### src/rtl/lsu_mem_port.sv
// Load/store unit bridging the M stage to a variable-latency data memory with a
// req/ack handshake, store lane formatting, load extension and fault reporting.
module lsu_mem_port #(
    parameter int unsigned ADDR_W         = 32,
    parameter int unsigned TIMEOUT_CYCLES = 255
) (
    input  logic              clk,
    input  logic              rst,
    input  logic              i_valid_m,
    input  logic              i_mem_write,
    input  logic [4:0]        i_mem_src,
    input  logic [31:0]       i_addr,
    input  logic [31:0]       i_wdata,
    output logic              o_stall_m,
    output logic [31:0]       o_rdata_m,
    output logic              o_done,
    output logic [1:0]        o_fault,
    output logic              o_req,
    output logic              o_we,
    output logic [ADDR_W-1:0] o_addr,
    output logic [3:0]        o_be,
    output logic [31:0]       o_wdata,
    input  logic              i_ack,
    input  logic [31:0]       i_rdata
);

    typedef enum logic [1:0] {ST_IDLE, ST_BUS, ST_RESP} state_t;

    localparam int unsigned      CNT_W    = (TIMEOUT_CYCLES < 2) ? 1 : $clog2(TIMEOUT_CYCLES);
    localparam logic [CNT_W-1:0] CNT_LAST = CNT_W'(TIMEOUT_CYCLES - 1);

    state_t              r_state;
    state_t              w_next;
    logic [CNT_W-1:0]    r_cnt;
    logic [1:0]          r_off;
    logic [4:0]          r_src;
    logic                r_we;
    logic [3:0]          r_be;
    logic [ADDR_W-1:0]   r_addr;
    logic [31:0]         r_wdata;
    logic [31:0]         r_rdata;
    logic [1:0]          r_fault;

    logic                w_illegal;
    logic                w_misal;
    logic                w_half;
    logic                w_timeout;
    logic [3:0]          w_be;
    logic [31:0]         w_wdata;
    logic [7:0]          w_byte;
    logic [15:0]         w_hword;
    logic [31:0]         w_load;

    // i_mem_src = {memb, memh, lw, membu, memhu}
    assign w_illegal = !$onehot(i_mem_src) || (i_mem_write && (i_mem_src[1] || i_mem_src[0]));
    assign w_half    = i_mem_src[3] | i_mem_src[0];
    assign w_misal   = (w_half && i_addr[0]) || (i_mem_src[2] && (i_addr[1:0] != 2'b00));
    assign w_timeout = (TIMEOUT_CYCLES != 0) && (r_cnt == CNT_LAST);

    always_comb begin
        w_be    = 4'b1111;
        w_wdata = i_wdata;
        if (i_mem_write) begin
            if (i_mem_src[4]) begin
                w_be    = 4'b0001 << i_addr[1:0];
                w_wdata = {4{i_wdata[7:0]}};
            end else if (i_mem_src[3]) begin
                w_be    = i_addr[1] ? 4'b1100 : 4'b0011;
                w_wdata = {2{i_wdata[15:0]}};
            end
        end
    end

    always_comb begin
        w_byte  = '0;
        w_hword = r_off[1] ? i_rdata[31:16] : i_rdata[15:0];
        w_load  = '0;
        case (r_off)
            2'd0:    w_byte = i_rdata[7:0];
            2'd1:    w_byte = i_rdata[15:8];
            2'd2:    w_byte = i_rdata[23:16];
            default: w_byte = i_rdata[31:24];
        endcase
        if (!r_we) begin
            case (r_src)
                5'b10000: w_load = {{24{w_byte[7]}}, w_byte};
                5'b01000: w_load = {{16{w_hword[15]}}, w_hword};
                5'b00100: w_load = i_rdata;
                5'b00010: w_load = {24'd0, w_byte};
                5'b00001: w_load = {16'd0, w_hword};
                default:  w_load = '0;
            endcase
        end
    end

    always_comb begin
        w_next = r_state;
        case (r_state)
            ST_IDLE: if (i_valid_m) w_next = (w_illegal || w_misal) ? ST_RESP : ST_BUS;
            ST_BUS:  if (i_ack || w_timeout) w_next = ST_RESP;
            default: w_next = ST_IDLE;
        endcase
    end

    always_ff @(posedge clk) begin
        if (rst) begin
            r_state <= ST_IDLE;
            r_cnt   <= '0;
            r_off   <= '0;
            r_src   <= '0;
            r_we    <= 1'b0;
            r_be    <= '0;
            r_addr  <= '0;
            r_wdata <= '0;
            r_rdata <= '0;
            r_fault <= 2'b00;
        end else begin
            r_state <= w_next;
            case (r_state)
                ST_IDLE: begin
                    if (i_valid_m) begin
                        if (w_illegal) begin
                            r_fault <= 2'b11;
                            r_rdata <= '0;
                        end else if (w_misal) begin
                            r_fault <= 2'b01;
                            r_rdata <= '0;
                        end else begin
                            r_addr  <= {i_addr[ADDR_W-1:2], 2'b00};
                            r_we    <= i_mem_write;
                            r_be    <= w_be;
                            r_wdata <= w_wdata;
                            r_off   <= i_addr[1:0];
                            r_src   <= i_mem_src;
                            r_cnt   <= '0;
                        end
                    end
                end
                ST_BUS: begin
                    // An ack in the final timeout cycle still completes normally.
                    if (i_ack) begin
                        r_rdata <= w_load;
                        r_fault <= 2'b00;
                    end else if (w_timeout) begin
                        r_rdata <= '0;
                        r_fault <= 2'b10;
                    end else begin
                        r_cnt <= r_cnt + 1'b1;
                    end
                end
                default: ;
            endcase
        end
    end

    assign o_req     = (r_state == ST_BUS);
    assign o_done    = (r_state == ST_RESP);
    assign o_stall_m = i_valid_m && (r_state != ST_RESP);
    assign o_we      = r_we;
    assign o_be      = r_be;
    assign o_addr    = r_addr;
    assign o_wdata   = r_wdata;
    assign o_rdata_m = r_rdata;
    assign o_fault   = r_fault;

endmodule

### config.mk
export PLATFORM = sky130hd
export DESIGN_NAME = lsu_mem_port
export DESIGN_NICKNAME = d
export VERILOG_FILES = /design/src/rtl/lsu_mem_port.sv
export SDC_FILE = /design/constraint.sdc
export NUM_CORES = 1
export LEC_CHECK = 0
export CORE_MARGIN = 2
export CORE_UTILIZATION = 48
export CTS_BUF_LIST = sky130_fd_sc_hd__clkbuf_2 sky130_fd_sc_hd__clkbuf_4 sky130_fd_sc_hd__clkbuf_8
export DETAILED_ROUTE_END_ITERATION = 12
export GPL_ROUTABILITY_DRIVEN = 0
export PLACE_DENSITY = 0.93
export SYNTH_ARGS = -nofsm -noshare
export SYNTH_HDL_FRONTEND = slang
export SYNTH_SLANG_ARGS = --single-unit
### constraint.sdc
create_clock -name clk -period 8.5 [get_ports clk]
set_input_delay 2.55 -clock clk [delete_from_list [all_inputs] [get_ports clk]]
set_output_delay 2.55 -clock clk [all_outputs]
set_load 0.005 [all_outputs]
== Word-level counts from Yosys, hierarchy flattened ==
Index checks and enable logic that the tools add are counted.
Cells by class
  multiplexer cells: 33
  $add $sub $neg: 5
  shift operators: 1
  equality and inequality tests: 20
  bitwise operators: 3
  div/mod/pow operators: 0
  order comparisons: 0
  multipliers: 0
  reduce and logical (&&, ||, !) cells: 18
Operators with widths (count)
  32-bit 2-to-1 mux: 9
  32-bit one-hot mux with 5 select lines: 1
  32-bit one-hot mux with 2 select lines: 1
  8-bit 2-to-1 mux: 5
  8-bit one-hot mux with 3 select lines: 1
  16-bit 2-to-1 mux: 1
  2-bit 2-to-1 mux: 8
  4-bit 2-to-1 mux: 4
  8-bit one-hot mux with 2 select lines: 1
  2-bit != test, second input constant: 6
  8-bit by 1-bit adder with 8-bit output, second input constant: 1
  8-bit equality test, second input constant: 1
  2-bit one-hot mux with 2 select lines: 2
  4-bit AND reduction: 2
  6-bit AND reduction: 1
  5-bit by 1-bit equality test with 1-bit output, second input constant: 1
  5-bit by 2-bit equality test with 1-bit output, second input constant: 1
  5-bit by 3-bit equality test with 1-bit output, second input constant: 1
  5-bit by 4-bit equality test with 1-bit output, second input constant: 1
  5-bit equality test, second input constant: 1
  1-bit logical OR: 5
  1-bit by 1-bit adder with 2-bit output: 2
  2-bit by 1-bit equality test with 1-bit output, second input constant: 2
  2-bit equality test, second input constant: 2
  other kinds (14): 20
Word-level totals
  memories kept: 0
  latch bits: 0
  input bits: 106
  register bits after elaboration: 118
  ROM bits: 0
  output and inout port bits: 106
  memory bits (writable): 0

== Logic depth before layout (Yosys ltp) ==
Gate-level depths: netlist of run 1.
  word-level depth: 10
  mapped depth: 11
  gate-level depth less buffers: 9

== Worst setup path before layout of run 1 ==
Ideal clock, no wire load.
  kind: input to output
  from: input i_valid_m
  to: output o_stall_m
  stages: 1
  data arrival time: 2681 ps
  required time: 5950 ps
  slack: 3269 ps
  cell sequence: nor2b_1
Between the ends
  word-level cells in the longest chain between the ends: 1
Ends and longest elaborated chain
  start: declaration: line 9  | input logic i_valid_m,
  1-bit logical AND: line 158  | assign o_stall_m = i_valid_m && (r_state != ST_RESP);
  end: declaration: line 14  | output logic o_stall_m,
Every way passes these cells.

== Worst setup path after layout of run 1 ==
Ends and elaborated chain as after synthesis.

==> results of run 1 <==
==> worst max-delay path by stage <==
stage / start / to / slack (ps) / depth (start not counted)
finish: i_valid_m / o_stall_m / 2280 / 3
global route: i_mem_src[4] / r_cnt[5] / 2190 / 10
CTS: i_valid_m / o_stall_m / 2280 / 3
detailed placement: i_mem_src[4] / r_cnt[5] / 2030 / 10
global placement: i_mem_src[4] / r_cnt[5] / 2190 / 10
floorplan: i_valid_m / o_stall_m / 3270 / 1
==> power by group through the flow <==
stage	logic, mW	clock network (mW)	registers [mW]
2_1_floorplan	0.0719	0	0.580
3_3_place_gp	0.155	0	0.581
3_5_place_dp	0.159	0	0.581
4_1_cts	0.161	0.654	0.569
5_1_grt	0.175	0.680	0.570
6_report	0.163	0.649	0.569
==> stage by stage <==
stage	hold WS, ps	worst slack [ps]	util, %
6_report	455.8	2277	73.19
5_1_grt	471.8	2189	73.19
4_1_cts	456.1	2276	73.19
3_5_place_dp	446.5	2035	68.46
3_3_place_gp	440.4	2191	68.46
2_1_floorplan	448.2	3269	-
==> sequential cells by signal, summed over array words and instances (netlist names) <==
| name | flops |
|---|---|
| o_addr | 30 |
| o_fault | 2 |
| r_state | 2 |
| o_rdata_m | 32 |
| o_we | 1 |
| o_be | 4 |
| r_off | 2 |
| o_wdata | 32 |
| r_src | 5 |
| r_cnt | 8 |
==> cell type report <==
type / instances / area (sq um) / share of cell area, %
clock buffer: 19 / 261.5 / 3.311
clock inverter: 13 / 249.0 / 3.152
inverter: 13 / 48.80 / 0.6178
multi-input combinational: 430 / 2670 / 33.80
sequential: 118 / 2362 / 29.91
tap: 140 / 175.2 / 2.218
timing repair buffer: 215 / 2132 / 26.99
==> routing by layer <==
| metal | track usage (%) | vias up | part of all wire (%) |
|---|---|---|---|
| li1 | - | 2569 | - |
| met1 | 32.79 | 2637 | 38 |
| met2 | 48.49 | 302 | 51 |
| met3 | 7.352 | 53 | 8.2 |
| met4 | 13.83 | 0 | 3.1 |
| met5 | 0 | - | 0 |
==> kinds of logic (layout without fill, tap and decap cells) <==
logic type	Yosys count	in the layout	synth area share [%]
fa+ha+maj	6	6	1.700
flops	118	118	44.57
compound gates	185	185	24.60
other cells	1	2	0.07075
xor+xnor	3	3	0.4958
mux	18	18	5.312
simple gates	216	216	17.94
buf+inv	64	260	5.312
==> worst max-delay path, cell delays in order <==
cell and delay (ps):
clkdlybuf4s50_1 490, nor2b_1 130, clkdlybuf4s50_1 500
==> synthesized netlist by cell type (8+ instances only) <==
cell type / n / area (sq um)
a222oi_1: 8 / 80.08
a221oi_1: 8 / 70.07
clkbuf_1: 27 / 101.4
nand2_1: 124 / 465.5
a22o_1: 16 / 140.1
mux4_2: 8 / 180.2
a21oi_1: 76 / 380.4
nor3_1: 12 / 60.06
mux2i_1: 9 / 90.09
buf_2: 17 / 85.08
dfxtp_1: 118 / 2362
a211oi_1: 10 / 75.07
nand3_1: 14 / 70.07
nor2b_1: 8 / 50.05
a311oi_1: 8 / 70.07
inv_1: 13 / 48.80
nor2_1: 35 / 131.4
o2bb2ai_1: 32 / 280.3
o21ai_0: 8 / 40.04
==> results.md, run 1 <==
Hold path:
- The worst hold path was traced through 2 stages.
- The launch instance of the worst min-delay path is o_addr[19].
- The type of the worst min-delay path is register to register.
- The end of the worst hold path is o_addr[19].

Setup path:
- The depth of the worst register-to-register path is 5.
- For the worst setup path, the data arrival time is 3670 ps.
- At the worst endpoint, the required time is 5950 ps.
- The critical register-to-register path startpoint is r_off[1].
- The end of the worst register-to-register path is o_rdata_m[16].
- The largest fanout of any net on the critical path is 3.
- The startpoint-to-endpoint class of the critical path is input port to primary output.
- The type of element launching the critical path is an input port.
- The worst register-to-register path has a setup slack of 6060 ps.
- The worst setup path is captured at a primary output.

Power:
- The leakage power of the design is 2.712 nW.
- Summing internal, switching and leakage power gives 1.382 mW.
- The total power divided by cell area is 175.0 nW/um^2.
- The largest vdd supply drop is 0.1724 mV.
- For this design the total switching power over the nets is 0.3078 mW.
- The part of the total power dissipated in the clock network is 47.0%.
- Net switching is 22.27% of the power.
- The proportion of power drawn by combinational gates is 11.8%.
- The internal power of the cells totals 1.074 mW.
- Sequential cells account for 41.2% of the total power.

Detailed routing:
- The first TritonRoute pass finished after 8 iterations.
- After the first detailed-routing iteration, the DRC count stood at 422.
- The count of nets left with antenna violations once routing finished came out at 0.
- In the final routed layout, each cell accounts on average for 17.93 um.
- The detailed-route vias per instance is 5.866.
- The number of vias in the routed layout is 5561.
- The total DRC errors in the routed layout is 0.
- The final wirelength is 17.00 mm.

GRT:
- The global-route wire length before repair is 26.55 mm.
- The number of antenna violations at the first check in global routing is 0.
- The number of global-route vias before repair is 5494.
- The total global routing overflow is 0.
- Entering global routing, the biggest net connects 97 pins.
- The total global routing track utilization is 28.34%.

Logic synthesis:
- A synthesized cell averages 8.674 sq um.
- The number of synthesis warnings is 0.
- After synthesis, the share of flip-flops with an asynchronous set or reset is 0%.
- Sequential elements use 44.57% of the synthesized area.
- After synthesis the netlist holds a flip-flop and latch count of 118.
- In the synthesized netlist, the number of instances is 611.
- In this run the cell area of the synthesized design comes to 5300 sq um.
- The flip-flop cell with the highest count after synthesis is dfxtp_1.
- The synthesized design contains 0 enable-type register cells.
- The distinct cell type count of the synthesized netlist is 55.

Clock tree:
- The number of buffers on the longest clock path is 2.
- The clock reaches the later pin of the worst-skew pair after 430 ps.
- Hold repair after CTS inserted 0 buffers.
- The maximum level of the CTS H-tree is 4.
- The TritonCTS buffer count is 17.
- The clock tree from TritonCTS is yes.
- The cell at the root of the clock tree is clkbuf_8.
- Counting every sink on the clock net gives 118.
- Clock-pin slew was measured on the worst setup and hold paths at 70 ps.
- The number of buffers added for setup after CTS is 0.
- After clock tree synthesis, the repair step resized 0 gates.

Cells and area:
- The final cell count without fillers is 948.
- The repair_antennas step left the layout with diodes totalling 0.
- Summing all non-filler instances in the final layout gives an area of 7899 sq um.
- After filler insertion, the fill cell instance count of the layout stands at 759.
- The most common library cell in the layout ignoring fill and taps is clkdlybuf4s50_1.
- The synthesis-to-layout area growth is 49.03%.
- At the end of the flow, the number of nets in the layout was 907.
- In the layout the commonest cells are clkdlybuf4s50_1, nand2_1, dfxtp_1, a21oi_1, nor2_1.
- The fraction of layout instances using a drive strength above 1 is 7.054%.

STA:
- Setup repair after global routing left no endpoint under its margin.
- The slew of the pin with the lowest slew margin is 942.1 ps.
- Based on the critical path, the design can be clocked at up to 0.1607 GHz.
- After layout, the minimum clock period comes to 6223 ps.
- The worst max-slew margin expressed relative to the limit is 37.19%.
- The number of hold-slack violations in the final timing report is 0.
- The clock arrives with 5.560 ps of skew.
- The count of final max-slew check failures is 0.
- Adding up every negative setup slack in the final design gives 0 ps.
- The setup violation total in the final timing report is 0.
- After layout, the worst path uses 73.21% of the clock period.

Placed design:
- Buffers placed on the I/O ports in this run total 209.
- The cell total after placement is 916.
- Detailed placement finished with a half-perimeter wire length of 11.62 mm.
- Once placement finished, the instance area stood at 7388 sq um.

Floorplan:
- The floorplan row count is 38.
- The total I/O pin count is 212.
- The width of the die is 109.1 um.
- The die is 109.1 um tall.
- The initial utilization of the core area, before any placement, comes to 49.11%.
- The floorplan step defined a die boundary enclosing 11900 sq um.
- The total area inside the core boundary comes to 10790 sq um.

Outcome:
- The flow ran to the end, and the final reports show no timing, DRC or antenna violations.

Run:
- Across the run, the number of max-cap violations was 0.
Power figures use the tool's default switching activity.
==> inputs of run 2 (changes only) <==
Settings changed: CORE_UTILIZATION 48 to 45, PLACE_DENSITY 0.93 to 0.88.
Clock period 8.5 ns to 5.9 ns, I/O delays scaled along.
==> run 2 against run 1 <==
Compared with the run above: via count shrank 1.8%; power grew 29%; worst setup slack lost 1300 ps; global-route usage shrank 2.5 points; hold slack lost 1.3 ps; utilization shrank 5.1 points; clock power grew 12%; clock skew grew 1.2 ps; sequential power grew 44%; count of clock-buffer cells in the layout grew 5; critical path type is now input port to register.
==> results.md, run 2 (synthesis results as in run 1) <==
STA:
- The final clock period utilization by the worst path is 82.97%.
- The worst hold-check slack came to 454.6 ps (-1.294 ps).
- The post-route minimum period is 4895 ps.
- The final setup skew is 6.784 ps (+1.224 ps).
- The slew of the pin with the lowest slew margin was 887.4 ps (-54.74 ps).
- The setup violation total in the final timing report was 0 (unchanged).
- The final-layout setup total negative slack is 0 ps (unchanged).
- The number of hold-slack violations in the final timing report came to 0 (unchanged).
- Setup repair after global routing left no endpoint under its margin.
- The maximum clock frequency is 0.2043 GHz.
- The count of final max-slew check failures was 0 (unchanged).
- The worst max-slew margin expressed relative to the limit was 40.84% (+3.6 points).

Clock tree:
- The number of hold-repair buffers added at the cts stage is 0 (unchanged).
- The cell at the root of the clock tree is clkbuf_8.
- The number of buffers on the longest clock path is 2 (unchanged).
- The clock-pin slew on the worst setup and hold paths is 60 ps (about the same).
- The maximum level of the CTS H-tree is 4 (unchanged).
- The insertion delay of the later-clocked pin in the worst-skew pair is 420 ps (about the same).
- The total number of clock tree sinks was 118 (unchanged).
- TritonCTS built the clock tree.
- The TritonCTS buffer count is 17 (unchanged).
- The post-cts sizing count was 0 (unchanged).
- The number of buffers added for setup after CTS was 0 (unchanged).

Setup path:
- The largest fanout of any net on the critical path is 6 (+3).
- Following the worst setup path forward leads to its endpoint at r_cnt[7].
- The element type at the critical path end is a register.
- The register-to-register path setup slack is 3440 ps (-2620 ps).
- The startpoint-to-endpoint class of the critical path is input port to register.
- The most critical setup path has its startpoint at i_mem_src[3].
- The critical register-to-register path startpoint is r_off[1].
- The end of the worst register-to-register path is o_rdata_m[18].
- The arrival time of data at the critical path endpoint came to 5250 ps (+1580 ps).
- The type of element launching the critical path is an input port.
- The required time at the worst-slack endpoint is 6250 ps (+300 ps).
- The depth of the worst register-to-register path is 5 (unchanged).

Cells and area:
- The final standard cell utilization of the core came to 68.09% (-5.1 points).
- The post-route standard cell area excluding fillers was 7807 sq um (-1.2%).
- The fraction of layout instances using a drive strength above 1 is 6.824% (-0.23 points).
- Compared with the post-synthesis result, the final layout area differs by 47.31%.
- The top cell types in the final layout, fill and taps aside, are clkdlybuf4s50_1, nand2_1, dfxtp_1, a21oi_1, nor2_1.
- The final-stage net count was 909 (+0.22%).
- The number of inserted diodes is 0 (unchanged).
- The most common library cell in the layout ignoring fill and taps is clkdlybuf4s50_1.

GRT:
- The total global routing track utilization is 25.81% (-2.5 points).
- The pin count of the biggest net entering global routing was 97 (unchanged).
- The number of antenna violations at the first check in global routing is 0 (unchanged).
- The met1 track utilization from global routing is 29.98% (-2.8 points).
- The most used routing layer in global routing is met2.
- The global-route wire length before repair is 26.48 mm (-0.29%).
- The total global routing overflow is 0 (unchanged).
- The number of global-route vias before repair is 5373 (-2.2%).
- The met3 routing resource usage after global routing is 7.289% (-0.063 points).
- The met2 global-route usage is 44.02% (-4.5 points).

Detailed routing:
- The number of vias in the routed layout is 5459 (-1.8%).
- The count of nets left with antenna violations after detail routing is 0 (unchanged).
- The detailed-route vias per instance is 5.752 (-1.9%).
- The total DRC errors in the routed layout is 0 (unchanged).
- The routed length per placed instance is 17.70 um (-1.3%).
- The violation count after the first detailed-routing iteration is 465 (+10%).
- The number of search-and-repair iterations in the first detailed-routing pass was 7 (-1).
- The final wirelength is 16.80 mm (-1.2%).

Floorplan:
- The total I/O pin count is 212 (unchanged).
- The floorplan row count is 39 (+2.6%).
- The core outline area came to 11470 sq um (+6.2%).
- The initial core utilization is 46.22% (-2.9 points).
- The width of the die is 112.5 um (+3.2%).
- The die area came to 12660 sq um (+6.4%).
- The die extent in y is 112.5 um (+3.2%).

Placed design:
- The half-perimeter wire length of the detailed placement result came to 11.82 mm (+1.8%).
- The quantity of I/O buffers inserted on ports is 209 (unchanged).
- The standard cell area after detailed placement is 7420 sq um (+0.42%).

Power:
- The largest vdd supply drop was 0.1896 mV (+10%).
- The total power divided by cell area is 228.8 nW/um^2 (+31%).
- The switching power summed over all nets came to 0.4164 mW (+35%).
- The internal power component came to 1.370 mW (+28%).
- The leakage power of the design is 2.676 nW (-1.3%).
- The proportion of total power due to net switching is 23.31% (+1.0 points).
- The part of the total power dissipated in the clock network is 40.9% (-6.1 points).
- The proportion of power drawn by combinational gates is 13.3% (+1.5 points).
- The total power consumption of the routed design is 1.787 mW (+29%).
- The power share of the sequential group was 45.9% (+4.7 points).

Hold path:
- The tightest min-delay check is of the register to register type.

Run:
- The number of max-cap violations is 0 (unchanged).

Outcome:
- The flow ran to the end, and the final reports show no timing, DRC or antenna violations.
==> run 2: changes by cell type in the layout (fill, tap and decap cells not counted), sizes merged <==
| cell | previous run | this run |
|---|---|---|
| bufinv | 7 | 2 |
| clkbuf | 19 | 24 |
| buf | 7 | 9 |
| clkinvlp | 2 | 0 |
| clkinv | 3 | 2 |
| inv | 14 | 13 |
==> run 2: metal layers <==
metal | routed length [um] | up-vias | share of wire [%]
li1 | - | 2560 | -
met4 | 553 | 0 | 3.3
met5 | 0 | - | 0
met2 | 8433 | 301 | 50
met1 | 6252 | 2551 | 37
met3 | 1563 | 47 | 9.3
==> run 2: layout make-up <==
cell class                      count  area [sq um]
Fill cell                         845          3660
Multi-Input combinational cell    430          2670
Sequential cell                   118          2362
Timing Repair Buffer              217          2160
Clock buffer                       24         317.8
Tap cell                          143         178.9
Clock inverter                      4         70.07
Inverter                           13         48.80
==> run 2: critical path, stage by stage <==
cell and delay, ps:
clkdlybuf4s50_1 570, inv_1 110, fa_1 460, fa_1 380, inv_1 70, ha_1 260, or4_4 580, nor4_1 600
o2111a_1 270, mux2i_1 170
==> run 2: worst min-delay path by stage <==
stage	slack [ps]	endpoint	from	depth (start not counted)
final	450	o_addr[25]	o_addr[25]	2
after global placement	440	o_wdata[30]	o_wdata[30]	2
after detailed placement	450	o_addr[25]	o_addr[25]	2
after CTS	460	o_addr[25]	o_addr[25]	2
after floorplan	450	o_wdata[26]	o_wdata[26]	2
after global routing	470	o_addr[11]	o_addr[11]	2
==> run 2: stage by stage <==
stage          std cells  setup WS, ps
2_1_floorplan        612          1548
3_3_place_gp         921         762.5
3_5_place_dp         921         633.8
4_1_cts              949          1076
5_1_grt              949         796.8
6_report             949          1005
==> run 2: power groups by stage <==
| stage | sequential [mW] | clock [mW] | combinational, mW |
|---|---|---|---|
| after floorplan | 0.835 | 0 | 0.104 |
| after global placement | 0.836 | 0 | 0.226 |
| after detailed placement | 0.837 | 0 | 0.232 |
| after CTS | 0.819 | 0.743 | 0.235 |
| after global routing | 0.820 | 0.777 | 0.253 |
| final | 0.819 | 0.730 | 0.237 |
